**config.mk**
```make
export PLATFORM = sky130hd
export DESIGN_NAME = pam_gray_mapper
export DESIGN_NICKNAME = d
export VERILOG_FILES = /design/src/rtl/pam_pkg.sv /design/src/rtl/gray2level.sv /design/src/rtl/pam_gray_mapper.sv
export SDC_FILE = /design/constraint.sdc
export NUM_CORES = 1
export LEC_CHECK = 0
export BUFFER_PORTS_ARGS = -buffer_cell sky130_fd_sc_hd__buf_2
export CORE_ASPECT_RATIO = 1.5
export CORE_MARGIN = 2
export CORE_UTILIZATION = 45
export CTS_CLUSTER_SIZE = 16
export DETAILED_ROUTE_END_ITERATION = 8
export PLACE_DENSITY_LB_ADDON = 0.05
export REMOVE_ABC_BUFFERS = 1
export SLEW_MARGIN = 5
export SYNTH_ARGS = -nofsm -noshare
export SYNTH_HDL_FRONTEND = slang
export SYNTH_SLANG_ARGS = --single-unit
```
**constraint.sdc**
```tcl
create_clock -name clk -period 2.1 [get_ports clk]
set_clock_uncertainty 0.2 [all_clocks]
set_input_delay 0.21 -clock clk [delete_from_list [all_inputs] [get_ports clk]]
set_output_delay 0.21 -clock clk [all_outputs]
set_load 0.05 [all_outputs]
```
**src/rtl/pam_pkg.sv**
```systemverilog
// Shared PAM definitions: legal bits-per-symbol range and the gray-code to
// level-index mapping used by both the transmit mapper and the receive demapper.
package pam_pkg;

    localparam int BPS_MIN = 1;
    localparam int BPS_MAX = 4;

    // Gray code to natural level: each level bit is the XOR of every code bit
    // at or above it, so the MSB passes straight through.
    function automatic logic [BPS_MAX-1:0] gray_to_level(
        input logic [BPS_MAX-1:0] code,
        input int                 bps
    );
        logic [BPS_MAX-1:0] lvl;
        logic               run;
        lvl = '0;
        run = 1'b0;
        for (int i = BPS_MAX - 1; i >= 0; i--) begin
            if (i < bps) begin
                run    = run ^ code[i];
                lvl[i] = run;
            end
        end
        return lvl;
    endfunction

endpackage

```
**src/rtl/gray2level.sv**
```systemverilog
// Combinational symbol-bit to PAM level mapping, selectable between gray and
// natural binary.
module gray2level
    import pam_pkg::*;
#(
    parameter int BPS = 2
)(
    input  logic           i_gray_en,
    input  logic [BPS-1:0] i_bits,
    output logic [BPS-1:0] o_level
);

    logic [BPS_MAX-1:0] w_code;
    logic [BPS_MAX-1:0] w_gray;

    assign w_code  = BPS_MAX'(i_bits);
    assign w_gray  = gray_to_level(w_code, BPS);
    assign o_level = i_gray_en ? BPS'(w_gray) : i_bits;

endmodule

```
**src/rtl/pam_gray_mapper.sv**
```systemverilog
// Serial bit stream to PAM symbol mapper with a one-entry output register,
// valid/ready handshakes on both sides and zero-padding flush.
module pam_gray_mapper
    import pam_pkg::*;
#(
    parameter int BPS       = 2,
    parameter int MSB_FIRST = 1
)(
    input  logic           clk,
    input  logic           rstn,
    input  logic           data_in,
    input  logic           data_in_valid,
    output logic           data_in_ready,
    input  logic           gray_en,
    input  logic           flush,
    output logic [BPS-1:0] symbol_out,
    output logic           symbol_out_valid,
    input  logic           symbol_out_ready,
    output logic [15:0]    sym_count
);

    localparam int               CNT_W = (BPS > 1) ? $clog2(BPS) : 1;
    localparam logic [CNT_W-1:0] LAST  = CNT_W'(BPS - 1);

    generate
        if (BPS < BPS_MIN || BPS > BPS_MAX) begin : g_bps_check
            $error("pam_gray_mapper: BPS=%0d outside legal range %0d..%0d",
                   BPS, BPS_MIN, BPS_MAX);
        end
    endgenerate

    logic [BPS-1:0]   r_acc;
    logic [CNT_W-1:0] r_bit_cnt;
    logic             r_flush_pend;
    logic [BPS-1:0]   r_sym;
    logic             r_sym_vld;
    logic [15:0]      r_sym_cnt;

    logic             w_out_free;
    logic             w_sym_xfer;
    logic             w_bit_xfer;
    logic             w_last_bit;
    logic             w_has_bits;
    logic             w_flush_req;
    logic             w_form;
    logic             w_pend_set;
    logic [CNT_W-1:0] w_pos;
    logic [BPS-1:0]   w_acc_nxt;
    logic [BPS-1:0]   w_level;

    assign w_out_free    = !r_sym_vld || symbol_out_ready;
    assign w_sym_xfer    = r_sym_vld && symbol_out_ready;
    // Only the completing bit needs room in the output register; a pending
    // flush owns the accumulator until it has been emitted.
    assign data_in_ready = !r_flush_pend && ((r_bit_cnt != LAST) || w_out_free);

    assign w_bit_xfer  = data_in_valid && data_in_ready;
    assign w_last_bit  = w_bit_xfer && (r_bit_cnt == LAST);
    assign w_has_bits  = w_bit_xfer || (r_bit_cnt != '0);
    assign w_flush_req = flush || r_flush_pend;
    assign w_form      = w_last_bit || (w_flush_req && w_has_bits && w_out_free);
    assign w_pend_set  = flush && w_has_bits && !w_out_free;
    assign w_pos       = (MSB_FIRST != 0) ? (LAST - r_bit_cnt) : r_bit_cnt;

    // Unfilled positions stay zero, which is exactly the flush padding.
    always_comb begin
        w_acc_nxt = r_acc;
        for (int i = 0; i < BPS; i++) begin
            if (w_bit_xfer && (w_pos == CNT_W'(i))) begin
                w_acc_nxt[i] = data_in;
            end
        end
    end

    gray2level #(
        .BPS (BPS)
    ) u_gray2level (
        .i_gray_en (gray_en),
        .i_bits    (w_acc_nxt),
        .o_level   (w_level)
    );

    always_ff @(posedge clk) begin
        if (!rstn) begin
            r_acc        <= '0;
            r_bit_cnt    <= '0;
            r_flush_pend <= 1'b0;
            r_sym        <= '0;
            r_sym_vld    <= 1'b0;
            r_sym_cnt    <= '0;
        end else begin
            if (w_form) begin
                r_sym        <= w_level;
                r_sym_vld    <= 1'b1;
                r_acc        <= '0;
                r_bit_cnt    <= '0;
                r_flush_pend <= 1'b0;
            end else begin
                if (w_sym_xfer) begin
                    r_sym_vld <= 1'b0;
                end
                r_acc <= w_acc_nxt;
                if (w_bit_xfer) begin
                    r_bit_cnt <= r_bit_cnt + CNT_W'(1);
                end
                if (w_pend_set) begin
                    r_flush_pend <= 1'b1;
                end
            end
            if (w_sym_xfer) begin
                r_sym_cnt <= r_sym_cnt + 16'd1;
            end
        end
    end

    assign symbol_out       = r_sym;
    assign symbol_out_valid = r_sym_vld;
    assign sym_count        = r_sym_cnt;

endmodule
```
==> run metrics, run 1 <==
status completed; Routed WL 2150 um; CP Data Arrival Time between 1.5 and 2 ns; I/O Buffers 26; Setup-failing EPs final 0; First-pass DRT Iterations 3; Detailed Place HPWL between 1500 and 2000 um; Setup TNS Final 0 ns; worst-case clock buffer depth 2; post-layout min period ~1.9 ns; final worst setup slack between 0.15 and 0.2 ns; antenna viol nets, final 0; Worst EP required about 1.7 ns; critical path cell sequence dlygate4sd3_1, buf_2, nand2b_2, o21a_1, buf_2; post-route cell area roughly 1300 um2; uppermost layer routed met4; YS warnings 0; vias just under 1000; syn avg cell area 8.78 um2; DIE HEIGHT 64.0 um; core area roughly 2300 um2; DIE WIDTH 44.0 um; effective utilization at floorplan between 40% and 50%; share of cells above drive strength 1 a little under a quarter; Ports 27; clock power share 26.9%; Async SR Flop Fraction 0%; initial antenna violation count 0; Final nets approximately 160; Synth Register Bits 23; CP max stage delay about 0.53 ns; Switch Pwr about 0.00020 W; top cell type's share of synthesized area between 40% and 50%; Synth Instances between 100 and 150; fill count 222; CP max stage cell dlygate4sd3_1; synthesized area between 1000 and 1500 um2; relative slew slack around four fifths; CP Capture Type primary output; switch share a little over a quarter; cell mode on critical path buf_2; Post-DP Area roughly 1200 um2; largest cells by area after synthesis dfxtp_1 43%, nor2_1 6.6%, xnor2_1 5.7%; vias per inst about 5.5; clock transition at the registers of the reported paths around 0.13 ns; Remaining Overflow, GRT 0; max-slew violations 0; first-pass GRT wire length approximately 3800 um; H-tree levels 1; drt wl/cell between 10 and 15 um; num rows 21; Internal Pwr Total around 0.00055 W; sequential fraction of the synthesis area a little over two fifths; Seq pwr share between 60% and 70%; TritonCTS clock tree yes; ANT cells 0; EDFF count, synth 0; GRT Overall Usage 17.2%; count leader, synth dfxtp_1; Power Dens Cells around 590 nW/um2; WHS Path Cells 3; total of max-cap violations 0; CTS resizes 0; most frequent cells after synthesis 23 x dfxtp_1, 19 x nor2_1, 11 x nand2_1, 8 x nand3_1, 7 x xnor2_1; GPL Wtd Cong between 0.7 and 0.8; peak supply drop 436 uV; later-pin clock latency in the skew report 0.30 ns; post-CTS repair timing setup buffer count 0; Area growth syn-to-layout 18.7%; Final Hold Fails 0; Num CTS Buffers 3; vias in the first global route approximately 900; Final Cycle Share 91.4%; met1 WL about 900 um; post-synth cell types 37; Main synth FF type dfxtp_1; LEAKAGE between 0.5 and 0.6 nW; Residual DRC 0; worst-margin pin slew approximately 0.33 ns; WL met2 roughly 1200 um; pre-CTS WS ~0.25 ns; fmax between 500 and 600 MHz; Comb power frac 12.3%; largest area contributor in the synthesized netlist dfxtp_1; CP startpoint kind input port; DR WL met3 between 60 and 70 um; largest net degree at the start of global routing 18; worst hold path type input port to flip-flop; crit path kind input port to primary output; r2r worst-path depth 4; crit-path max FO 7; starting DRC count in detailed routing 18; Die ar. 2820 um2; clock tree sinks 23; RSZ-0062 raised after global routing no; Root Buffer clkbuf_4
==> per-stage QoR <==
step	util, %	hold WS, ns	std cells	total power [W]
global route	56.7	0.0160	177	0.000795
global placement	54.7	0.258	171	0.000555
finish	56.7	0.00888	177	0.000752
floorplan	-	0.143	121	0.000529
CTS	56.7	0.00409	177	0.000761
detailed placement	54.7	0.275	171	0.000557
==> worst paths after layout <==
kind,start,to,slack [ns]
worst max-delay path,symbol_out_ready,data_in_ready,0.18
worst min-delay path,data_in,r_acc[1],0.009
worst max register to register,r_bit_cnt,symbol_out[0],0.24
worst min register to register,sym_count[15],sym_count[15],0.30
==> power by group through the flow <==
stage	Sequential, W	Clock, W	Combinational [W]
after floorplan	0.000486	0	0.0000428
after global placement	0.000466	0	0.0000891
after detailed placement	0.000467	0	0.0000905
after CTS	0.000457	0.000211	0.0000936
after global routing	0.000459	0.000235	0.000101
final	0.000457	0.000202	0.0000924
==> cell type report <==
type	instances	area (um2)	area share, %
Multi-Input combinational cell	93	589	46.0
Timing Repair Buffer	29	158	12.3
Inverter	5	18.8	1.46
Sequential cell	23	460	35.9
Clock buffer	4	26.3	2.05
Tap cell	23	28.8	2.25
==> sequential cells by signal, indices dropped and copies added (netlist names) <==
name and cells:
r_acc 2, r_bit_cnt 1, r_flush_pend 1, sym_count 16, symbol_out 2, symbol_out_valid 1
==> layer usage <==
| metal | vias to the layer above | global-route usage, % |
|---|---|---|
| met5 | - | 0 |
| met4 | 0 | 5.68 |
| met3 | 4 | 2.54 |
| met2 | 18 | 31.4 |
| met1 | 453 | 19.3 |
| li1 | 503 | - |
==> critical path: cells and delay by family <==
kind            cells  cell delay, ns
simple gates        1            0.23
compound gates      1            0.18
buf+inv             3            0.88
==> what timing repair did <==
| item | 4_1_cts | 5_1_grt |
|---|---|---|
| setup endpoints to repair | 0 | 0 |
| hold buffers | 2 | 0 |
| endpoints found under the hold margin | 2 | 0 |
==> kinds of logic (layout without fill, tap and decap cells) <==
family,count (synthesis),count (layout),synth area share [%]
AO/OA/AOI/OAI,17,17,11.9
XOR/XNOR,12,12,9.73
adder cells (fa/ha/maj),1,1,1.16
buffers and inverters,7,38,2.78
flip-flops,23,23,42.6
multiplexers,3,3,3.24
AND/OR/NAND/NOR,60,60,28.5
==> cell usage in the layout (no fill, tap or decap) <==
cell type / n
ha_1: 1
nand2b_1: 1
xnor2_1: 7
clkinv_1: 1
nor4_1: 3
buf_2: 26
and4_1: 2
or3_1: 2
mux2i_1: 2
o22ai_1: 1
nor2_1: 19
nor2b_1: 1
and4_4: 1
and2b_1: 1
or4_1: 1
clkbuf_4: 3
dfxtp_1: 23
inv_1: 4
o311ai_2: 1
nor3b_2: 1
a21oi_1: 4
a221oi_1: 1
nand4_1: 5
buf_4: 1
nand3_1: 8
o221ai_1: 1
nand2_1: 11
o211a_1: 1
o31ai_1: 1
clkbuf_1: 1
nor3_1: 3
o2111ai_1: 1
xor2_1: 5
nand2b_2: 1
dlygate4sd3_1: 2
mux2_4: 1
o221a_2: 1
o21a_1: 2
a31oi_1: 1
o21ai_0: 2
Note: power is estimated with default switching activity, not from simulation.
==> run 2: changes to the inputs <==
- CORE_UTILIZATION: 45 -> 30
==> run 2 against run 1 <==
  * Flip-flop and latch count did not move
  * Clock power rose by 35%
  * Core utilization is 19 points lower
  * Sequential share of layout area is 0.62 points lower
  * Sequential power is essentially flat
  * Combinational power down 2%
  * Via count up 0.41%
  * First-iteration DRC count increased by 11%
  * Critical endpoint is now symbol_out[0]
  * Global-route usage down 4.3 points
  * Die area grew 46%
  * Design area rose by 1.8%
==> run metrics, run 2 (synthesis gave the netlist of run 1 again) <==
Residual DRC 0; reg2reg end symbol_out[0]; worst hold path type input port to flip-flop; Ports 27; vias per inst about 5.1; status completed; num rows 26; CTS resizes 0; Critical Path Sink symbol_out[0]; Worst EP required 2.07 ns; Cell Count, Final, Fillers Out about 190; worst-case clock buffer depth 2; Num CTS Buffers 3; starting DRC count in detailed routing 20; pre-CTS WS 0.282 ns; core area 3420 um2; worst-margin pin slew 0.394 ns; max-slew violations 0; drt wl/cell between 10 and 15 um; H-tree levels 1; CP startpoint kind flip-flop; clock tree sinks 23; Comb power frac a little over a tenth; post-layout min period around 1.8 ns; commonest non-fill, non-tap cell in the layout buf_2; RSZ-0062 raised after global routing no; Multi-input gate area approximately 590 um2; Area growth syn-to-layout 20.7%; vias 982; I/O Buffers 26; Routed WL approximately 2400 um; fmax roughly 550 MHz; GRT Overall Usage 12.9%; first-pass GRT wire length around 4000 um; max FFs per register 16; Hold Buf Count CTS 0; total of max-cap violations 0; Reg area between 400 and 500 um2; crit path kind flip-flop to flip-flop; Power Dens Cells 629 nW/um2; worst r2r src r_bit_cnt; Seq pwr share a little under three fifths; Setup-failing EPs final 0; final worst setup slack 0.280 ns; LEAKAGE 0.520 nW; Root Buffer clkbuf_8; DIE WIDTH 53.0 um; DIE HEIGHT 77.5 um; Switch Pwr around 0.00021 W; vias in the first global route 908; CP Data Arrival Time 1.79 ns; effective utilization at floorplan 31.6%; R2R Setup Slk around 0.28 ns; crit-path max FO 10; TritonCTS clock tree yes; relative slew slack about three quarters; Detailed Place HPWL roughly 1800 um; Final nets between 150 and 200; ANT cells 0; fill count 380; Final Cycle Share 86.7%; Die ar. just over 4000 um2; peak supply drop 236 uV; switch share around 25%; CP Capture Type flip-flop; r2r worst-path depth 4; Setup TNS Final 0 ns; worst hold path startpoint rstn; CP Launch Point r_bit_cnt; initial antenna violation count 0; Final Hold Fails 0; commonest non-fill, non-tap cells in the layout 26 x buf_2, 23 x dfxtp_1, 19 x nor2_1, 11 x nand2_1, 8 x nand3_1; Remaining Overflow, GRT 0; clock transition at the registers of the reported paths about 0.08 ns; Internal Pwr Total ~0.00061 W; First-pass DRT Iterations 4; GPL Wtd Cong slightly below 0.7; later-pin clock latency in the skew report 0.26 ns; clock power share roughly a third; post-CTS repair timing setup buffer count 0; largest net degree at the start of global routing 18; antenna viol nets, final 0; dpl cells 190; share of cells above drive strength 1 a little under a quarter
run 2: power groups by stage:
stage	clock, W	sequential (W)	combinational (W)
finish	0.000273	0.000457	0.0000905
global route	0.000313	0.000459	0.0000986
CTS	0.000294	0.000457	0.0000919
detailed placement	0	0.000467	0.0000920
global placement	0	0.000466	0.0000910
floorplan	0	0.000486	0.0000428
run 2: area by class of cell:
cell class                 instances  share of cell area (%)
clock buffer                       4                    3.45
multi-input combinational         93                    45.2
timing repair buffer              27                    10.6
sequential                        23                    35.3
tap                               42                    4.03
inverter                           5                    1.44
run 2: worst max-delay path, cell delays in order, from the launching register on:
cell and delay (ns):
dfxtp_1 0.40, nor3b_2 0.27, mux2_4 0.33, or3_1 0.33
o311ai_2 0.20
run 2: how the worst min path moves through the flow:
stage	end	slack [ns]	depth (start not counted)
2_1_floorplan	symbol_out[1]	0.14	1
3_3_place_gp	sym_count[15]	0.26	2
3_5_place_dp	sym_count[15]	0.28	2
4_1_cts	symbol_out[1]	0.03	2
5_1_grt	symbol_out[1]	0.04	2
6_report	symbol_out[1]	0.03	2
run 2: metrics by stage:
stage	total power [W]	hold slack [ns]	utilization, %	cell area (um2)
2_1_floorplan	0.000529	0.143	-	1070
3_3_place_gp	0.000557	0.262	36.8	1260
3_5_place_dp	0.000559	0.278	36.8	1260
4_1_cts	0.000842	0.0263	38.2	1300
5_1_grt	0.000870	0.0431	38.2	1300
6_report	0.000820	0.0341	38.2	1300
run 2: per-layer routing:
| layer | up-vias | share of wire (%) | GRT usage, % | wire length [um] |
|---|---|---|---|---|
| met2 | 15 | 53 | 23.3 | 1280 |
| met5 | - | 0 | 0 | 0 |
| met3 | 2 | 2.9 | 1.73 | 69 |
| met1 | 460 | 43 | 14.0 | 1030 |
| li1 | 505 | - | - | - |
| met4 | 0 | 1.0 | 6.15 | 25 |
